**src/rtl/instr_feeder_pkg.sv**
```systemverilog
// instr_feeder_pkg: constants and types shared by the instruction feeder and the decoder.
package instr_feeder_pkg;
  localparam logic [31:0] NOP_WORD = 32'h0000_0000;
  localparam int OP_HI = 31;
  localparam int OP_LO = 26;
  localparam int FUNCT_HI = 5;
  localparam int FUNCT_LO = 0;
  typedef enum logic {STREAM, REPLAY} mode_e;
  function automatic logic [5:0] opcode(input logic [31:0] w);
    return w[OP_HI:OP_LO];
  endfunction
endpackage

```
**src/rtl/feeder_ram.sv**
```systemverilog
// feeder_ram: DEPTH x DATA_W storage, one synchronous write port, one asynchronous read port.
module feeder_ram
  import instr_feeder_pkg::*;
#(
  parameter int DATA_W = 32,
  parameter int DEPTH = 16,
  parameter int AW = $clog2(DEPTH)
) (
  input  logic              clk,
  input  logic              we,
  input  logic [AW-1:0]     waddr,
  input  logic [DATA_W-1:0] wdata,
  input  logic [AW-1:0]     raddr,
  output logic [DATA_W-1:0] rdata
);
  logic [DATA_W-1:0] mem [DEPTH];
  always_ff @(posedge clk)
    if (we) mem[waddr] <= wdata;
  assign rdata = mem[raddr];
endmodule

```
**src/rtl/instr_feeder.sv**
```systemverilog
// instr_feeder: loadable instruction queue issuing one word per clock, NOPs when idle.
// Define INSTR_FEEDER_LOOP_EN to add the loop port and program replay.
module instr_feeder
  import instr_feeder_pkg::*;
#(
  parameter int DATA_W = 32,
  parameter int DEPTH = 16,
  parameter int CNT_W = 16
) (
  input  logic                     clk,
  input  logic                     rst_n,
  input  logic                     enable,
  input  logic                     stall,
`ifdef INSTR_FEEDER_LOOP_EN
  input  logic                     loop,
`endif
  input  logic                     wr_valid,
  input  logic [DATA_W-1:0]        wr_data,
  output logic                     wr_ready,
  output logic [DATA_W-1:0]        instr_out,
  output logic                     instr_valid,
  output logic [$clog2(DEPTH):0]   count,
  output logic                     empty,
  output logic                     full,
  output logic [CNT_W-1:0]         issued_cnt
);
  localparam int AW = $clog2(DEPTH);
  localparam int CW = AW + 1;
  logic [AW-1:0] head, tail, head_n, rd_addr;
  logic [CW-1:0] cnt;
  logic [DATA_W-1:0] rd_data;
  logic slot, have, push, pop;
  mode_e mode;
  assign count = cnt;
  assign empty = cnt == '0;
  assign full = cnt == CW'(DEPTH);
  assign wr_ready = !full && mode == STREAM;
  assign slot = enable && !stall;
  assign have = !empty;
  assign push = wr_valid && wr_ready;
  assign pop = slot && have && mode == STREAM;
  assign head_n = pop ? head + AW'(1) : head;
`ifdef INSTR_FEEDER_LOOP_EN
  logic [AW-1:0] cursor;
  assign mode = loop ? REPLAY : STREAM;
  assign rd_addr = mode == REPLAY ? cursor : head;
  // Outside replay the cursor shadows head, so dropping loop resumes from the oldest entry.
  always_ff @(posedge clk)
    if (!rst_n) cursor <= '0;
    else if (mode == STREAM) cursor <= head_n;
    else if (slot && have) cursor <= cursor + AW'(1) == tail ? head : cursor + AW'(1);
`else
  assign mode = STREAM;
  assign rd_addr = head;
`endif
  feeder_ram #(.DATA_W(DATA_W), .DEPTH(DEPTH)) u_ram (
    .clk(clk),
    .we(push),
    .waddr(tail),
    .wdata(wr_data),
    .raddr(rd_addr),
    .rdata(rd_data)
  );
  always_ff @(posedge clk)
    if (!rst_n) begin
      head <= '0;
      tail <= '0;
      cnt <= '0;
      instr_out <= DATA_W'(NOP_WORD);
      instr_valid <= 1'b0;
      issued_cnt <= '0;
    end else begin
      head <= head_n;
      if (push) tail <= tail + AW'(1);
      cnt <= cnt + CW'(push) - CW'(pop);
      if (!enable) begin
        instr_out <= DATA_W'(NOP_WORD);
        instr_valid <= 1'b0;
      end else if (!stall) begin
        instr_out <= have ? rd_data : DATA_W'(NOP_WORD);
        instr_valid <= have;
        if (have && issued_cnt != '1) issued_cnt <= issued_cnt + CNT_W'(1);
      end
    end
endmodule

```
**config.mk**
```make
export PLATFORM = sky130hd
export DESIGN_NAME = instr_feeder
export DESIGN_NICKNAME = d
export VERILOG_FILES = /design/src/rtl/instr_feeder_pkg.sv /design/src/rtl/feeder_ram.sv /design/src/rtl/instr_feeder.sv
export SDC_FILE = /design/constraint.sdc
export NUM_CORES = 1
export LEC_CHECK = 0
export CAP_MARGIN = 20
export CORE_UTILIZATION = 45
export CTS_BUF_LIST = sky130_fd_sc_hd__clkbuf_16
export CTS_CLUSTER_SIZE = 24
export DETAILED_ROUTE_END_ITERATION = 7
export GPL_ROUTABILITY_DRIVEN = 0
export SYNTH_ARGS = -nofsm -noshare
export SYNTH_HDL_FRONTEND = slang
export SYNTH_HIERARCHICAL = 1
export SYNTH_SLANG_ARGS = --single-unit
```
**constraint.sdc**
```tcl
create_clock -name clk -period 6.3 [get_ports clk]
set_clock_uncertainty 0.1 [all_clocks]
set_input_delay 1.26 -clock clk [delete_from_list [all_inputs] [get_ports clk]]
set_output_delay 1.26 -clock clk [all_outputs]
set_load 0.05 [all_outputs]
```
==> results by group, run 1 <==
Cells and area
  • Layout cell share with drive strength beyond 1: 20.3%
  • Fillers: 3779
  • Nets: 1290
  • # diodes: 0
  • Fin util: 53.4%
  • Synthesis-to-finish area growth: 16.5%

STA
  • Max transition margin: 27.7%
  • Final setup viols: 0
  • Post-route setup TNS: 0 ps
  • Hold Fails Final Rpt: 0
  • RSZ-0062 raised after global routing: false
  • Tmin final: 4650 ps
  • Hold WS: 359 ps
  • Worst Max-Slew Pin Slew: 1080 ps
  • Fmax: 215 MHz
  • Slew Limit Fails: 0
  • Period utilization: 73.9%

Detailed routing
  • Via density: 5.74
  • Met3 WL: 2.10 mm
  • DRT iter0 DRCs: 880
  • Via count: 10900
  • DRC violations left: 0
  • Post-DRT Antenna Nets: 0
  • Pre-Repair DR Iteration Count: 4
  • Met1 wire length: 20.7 mm
  • Routed wl met2: 22.0 mm
  • Uppermost routed layer: met4
  • WL/cell: 24.0 um
  • Final wirelength: 45.6 mm

Yosys
  • Mapped Nets: 1176
  • Distinct cells, synth: 42
  • Flip-flop and latch count after synthesis: 574
  • Post-Syn Area per Cell: 19.5 um2
  • Sequential cell area fraction in the yosys report: 75.6%
  • YS warnings: 6
  • Synth Instances: 1129
  • Post-Syn Area: 22000 um2

Setup path
  • WP data required: 4940 ps
  • Crit path kind: reg2out
  • Worst setup path start: count[2]
  • Crit. End Element: primary output
  • FF-to-FF Start: count[2]
  • Worst path arrival time: 3290 ps
  • CP startpoint kind: flop
  • Worst-path maximum fanout: 23

Die
  • Die H: 223 um
  • Die Wd: 223 um
  • Die ar.: 49700 um2
  • Row cnt: 80
  • Starting density of the core: 45.8%
  • Ports: 94
  • CORE AREA: 47900 um2

CTS
  • Hold_buf cts: 0
  • CTS Buf Count: 58
  • Cts repair resizes: 0
  • TritonCTS clock tree: done
  • H-tree depth reported by CTS: 2
  • Clock buffer depth: 3
  • Clock latency on the worst-skew pair: 610 ps
  • Root buf cell: clkbuf_16
  • Clk slew on worst S/H paths: 60 ps
  • Setup bufs post-CTS: 0
  • TritonCTS Sinks: 574

Pwr
  • Leak pwr: 7.91 nW
  • PD cells: 354 nW/um2
  • Maximum VDD drop: 0.000202 V

Run status
  • Status: finished, final reports clean

Place
  • Port Buffer Count: 93
  • DP HPWL: 25.9 mm

Global route
  • Grt ovf: 0
  • Global-route wire length before repair: 70.0 mm
  • Total GRT Usage: 18.9%
  • Initial antenna violation count: 0
  • Vias in the first global route: 11400
  • Pin count of the biggest net entering global routing: 79

Flow run
  • Max Cap Viol: 0

Worst hold path
  • Hold Path Class: reg2reg
  • Hold wc startpoint: instr_out[2]
kinds of logic after synthesis:
kind of cell    after synthesis  share of synthesized area (%)
flops                       574                           75.6
simple gates                197                           4.71
compound gates              133                           3.87
mux                         129                           13.2
buf+inv                      77                           1.64
fa+ha+maj                    10                          0.604
xor+xnor                      9                          0.359
critical path: stages (launching register included):
cell	delay [ps]
dfxtp_1	330
inv_1	80
ha_1	150
or4b_2	870
buf_4	350
inv_2	120
clkdlybuf4s50_1	800
cell usage after synthesis:
cell type / n / area (um2)
buf_1: 9 / 33.8
a21oi_1: 52 / 260
nor2_1: 25 / 93.8
or3b_2: 1 / 8.76
o31ai_1: 9 / 67.6
ha_1: 9 / 113
or4_1: 10 / 75.1
clkbuf_1: 35 / 131
nor4_1: 1 / 6.26
and2_1: 3 / 18.8
dfxtp_1: 62 / 1240
clkinv_1: 1 / 3.75
inv_1: 11 / 41.3
xnor2_1: 4 / 35.0
or3_1: 5 / 31.3
a21o_1: 1 / 7.51
nor3b_1: 1 / 7.51
a22oi_1: 64 / 480
nor3_1: 6 / 30.0
mux2i_1: 1 / 10.0
inv_2: 1 / 3.75
nand4b_1: 1 / 8.76
or4b_1: 1 / 10.0
buf_2: 6 / 30.0
buf_6: 3 / 33.8
or4bb_1: 1 / 11.3
buf_4: 11 / 82.6
and3_1: 2 / 12.5
nor2b_1: 3 / 18.8
xor2_1: 5 / 43.8
nand2b_1: 6 / 37.5
and4b_1: 1 / 10.0
nand2_1: 77 / 289
nor4b_1: 1 / 8.76
nand4_1: 6 / 37.5
or2_2: 1 / 6.26
mux4_2: 128 / 2880
o21ai_0: 7 / 35.0
nand3_1: 10 / 50.1
nand3b_1: 35 / 263
fa_1: 1 / 20.0
edfxtp_1: 512 / 15400
layout by cell type (no fill, tap or decap), types with 10 or more instances in the layout:
cell type	n
clkdlybuf4s50_1	92
a21oi_1	52
a22oi_1	64
or4_1	10
clkinv_1	11
buf_4	19
nor2_1	12
inv_1	27
edfxtp_1	512
nand3b_1	35
mux4_2	128
nand2_1	76
clkinv_2	12
nand3_1	10
clkbuf_16	59
dfxtp_1	60
nor2_4	13
report_power, final:
group / switching (W) / internal (W) / total [W] / leakage (nW)
logic: 0.000773 / 0.000593 / 0.00137 / 1.83
clock network: 0.00138 / 0.00189 / 0.00327 / 0.954
registers: 0.000109 / 0.00431 / 0.00441 / 5.13
area by class of cell:
class / count / area, um2 / share of cell area (%)
sequential: 574 / 16600 / 65.0
multi-input combinational: 478 / 5130 / 20.1
clock buffer: 59 / 1480 / 5.77
timing repair buffer: 118 / 1200 / 4.70
tap: 615 / 769 / 3.01
clock inverter: 46 / 330 / 1.29
inverter: 13 / 48.8 / 0.191
flip-flops by register name (all words and copies together), names as in the netlist:
register,count
head,4
count,5
instr_out,32
tail,4
issued_cnt,16
instr_valid,1
u_ram/mem,512
stage by stage:
stage	cells	instance area [um2]	setup WS, ps	total power, W
floorplan	1129	22000	984	0.00546
global placement	1794	23700	2090	0.00586
detailed placement	1798	23800	2010	0.00588
CTS	1903	25600	1600	0.00916
global route	1903	25600	1530	0.00940
finish	1903	25600	1650	0.00905
metal layers:
layer  up-vias  track usage (%)
li1       4839                -
met1      5754             26.9
met2       264             30.3
met3        57             3.21
met4         0             5.25
met5         -                0
path summary, 6_finish.rpt:
| check | end | depth (start not counted) | slack [ps] |
|---|---|---|---|
| worst max-delay path | empty | 6 | 1650 |
| worst min-delay path | instr_out[2] | 2 | 360 |
| worst max register to register | count[4] | 15 | 2240 |
| worst min register to register | instr_out[2] | 2 | 360 |
Power figures use the tool's default switching activity.
==> run 2, diff against run 1 <==
- clock period: 6.3 -> 4.9 ns (I/O delays scaled with it)
==> results by group, run 2 (synthesis gave the netlist of run 1 again) <==
STA
  • Tmin final: 4190 ps
  • Slew Limit Fails: 0
  • Hold Fails Final Rpt: 0
  • Final setup viols: 0
  • Fin worst setup slack: 711 ps
  • RSZ-0062 raised after global routing: false
  • Hold WS: 361 ps
  • Worst Max-Slew Pin Slew: 996 ps
  • Post-route setup TNS: 0 ps
  • Fmax: 239 MHz
  • Period utilization: 85.5%
  • Max transition margin: 33.6%

Detailed routing
  • DRC violations left: 0
  • DRT iter0 DRCs: 1038
  • Via count: 10900
  • Routed wl met2: 22.7 mm
  • Met1 wire length: 20.4 mm
  • Final wirelength: 46.0 mm
  • Via density: 5.68
  • Met3 WL: 2.24 mm
  • Pre-Repair DR Iteration Count: 5
  • Post-DRT Antenna Nets: 0
  • WL/cell: 24.1 um
  • Uppermost routed layer: met5

Setup path
  • Crit path kind: reg2out
  • Crit path cell chain: inv_1 -> ha_1 -> or4b_2 -> inv_2 -> clkdlybuf4s50_1
  • Worst-path maximum fanout: 19
  • Max incr delay on CP: 920 ps
  • Worst path arrival time: 3110 ps
  • Crit. End Element: primary output
  • WP data required: 3820 ps
  • Slowest cell on the critical path: or4b_2
  • CP startpoint kind: flop

Global route
  • Grt ovf: 0
  • Pin count of the biggest net entering global routing: 69
  • Global-route wire length before repair: 70.6 mm
  • Initial antenna violation count: 1
  • Vias in the first global route: 11200
  • Total GRT Usage: 19.1%

Cells and area
  • Commonest non-fill, non-tap cell in the layout: edfxtp_1
  • Layout cell share with drive strength beyond 1: 20.4%
  • Design Area, Final: 25600 um2
  • Synthesis-to-finish area growth: 16.8%
  • Number of flip-flops in the largest register: 512
  • Largest registers: u_ram/mem (512), instr_out (32), issued_cnt (16)
  • Commonest cells after routing, fill and taps aside: 512 x edfxtp_1, 128 x mux4_2, 92 x clkdlybuf4s50_1
  • Cell Count, Final, Fillers Out: 1912
  • Nets: 1294
  • Fillers: 3749
  • Footprint of the multi-input gates: 5160 um2
  • # diodes: 0
  • Reg with most FFs: u_ram/mem
  • Sequential cell area: 16600 um2

CTS
  • Clock latency on the worst-skew pair: 610 ps
  • Clk slew on worst S/H paths: 60 ps
  • CTS Buf Count: 58
  • Setup bufs post-CTS: 0
  • Cts repair resizes: 0
  • Hold_buf cts: 0
  • TritonCTS clock tree: done
  • Root buf cell: clkbuf_16
  • H-tree depth reported by CTS: 2
  • Clock buffer depth: 3
  • TritonCTS Sinks: 574

Flow run
  • Max Cap Viol: 0

Pwr
  • Leak pwr: 7.90 nW
  • Maximum VDD drop: 0.000290 V
  • PD cells: 450 nW/um2

Worst hold path
  • Hold Path Class: reg2reg

Die
  • Die Wd: 223 um
  • Starting density of the core: 45.8%
  • Row cnt: 80
  • Ports: 94
  • Die ar.: 49700 um2
  • Die H: 223 um
  • CORE AREA: 47900 um2

Place
  • Pre-CTS setup slack: 890 ps
  • DP HPWL: 25.4 mm
  • Placed cell count: 1799
  • Port Buffer Count: 93
  • Area post-placement: 23800 um2

Run status
  • Status: finished, final reports clean
==> run 2: changes by cell type in the layout (fill, tap and decap cells not counted), moves of 2 or more <==
| cell | delta |
|---|---|
| clkinv_2 | -2 |
| clkinv_1 | +5 |
| nor3_4 | +4 |
| bufinv_16 | -2 |
| nor3_2 | -4 |
| clkinvlp_4 | +2 |
| buf_12 | +5 |
==> run 2: cell type report <==
cell class	instances	share of cell area [%]
Clock inverter	52	1.26
Sequential cell	574	64.8
Inverter	13	0.190
Timing Repair Buffer	122	4.98
Clock buffer	58	5.66
Multi-Input combinational cell	478	20.1
Tap cell	615	3.00
==> run 2: per-layer routing <==
| metal | GRT usage [%] | vias to the layer above |
|---|---|---|
| met5 | 0 | - |
| met4 | 4.58 | 2 |
| met3 | 3.29 | 49 |
| met2 | 31.0 | 269 |
| met1 | 27.0 | 5687 |
| li1 | - | 4854 |
==> run 2: through the flow <==
| stage | utilization (%) | total power, W |
|---|---|---|
| floorplan | - | 0.00702 |
| global placement | 49.7 | 0.00757 |
| detailed placement | 49.7 | 0.00759 |
| CTS | 53.4 | 0.0117 |
| global route | 53.5 | 0.0120 |
| finish | 53.5 | 0.0115 |
==> run 2: worst max-delay path, delay by kind of cell, from the launching register on <==
kind	cells	cell delay, ps
simple gates	1	920
buf+inv	3	1090
fa+ha+maj	1	170
flops	1	330
==> run 2: final timing paths <==
kind,slack (ps),start,end,depth (start not counted)
setup / recovery,710,count[2],empty,5
setup reg to reg,1040,count[2],count[4],14
hold / removal,360,instr_out[8],instr_out[8],2
hold reg to reg,360,instr_out[8],instr_out[8],2
==> run 2: power by group <==
part | total, W | leakage (nW) | internal [W] | switching (W)
clock | 0.00410 | 0.931 | 0.00230 | 0.00180
sequential | 0.00566 | 5.13 | 0.00554 | 0.000125
combinational | 0.00179 | 1.85 | 0.000765 | 0.00102
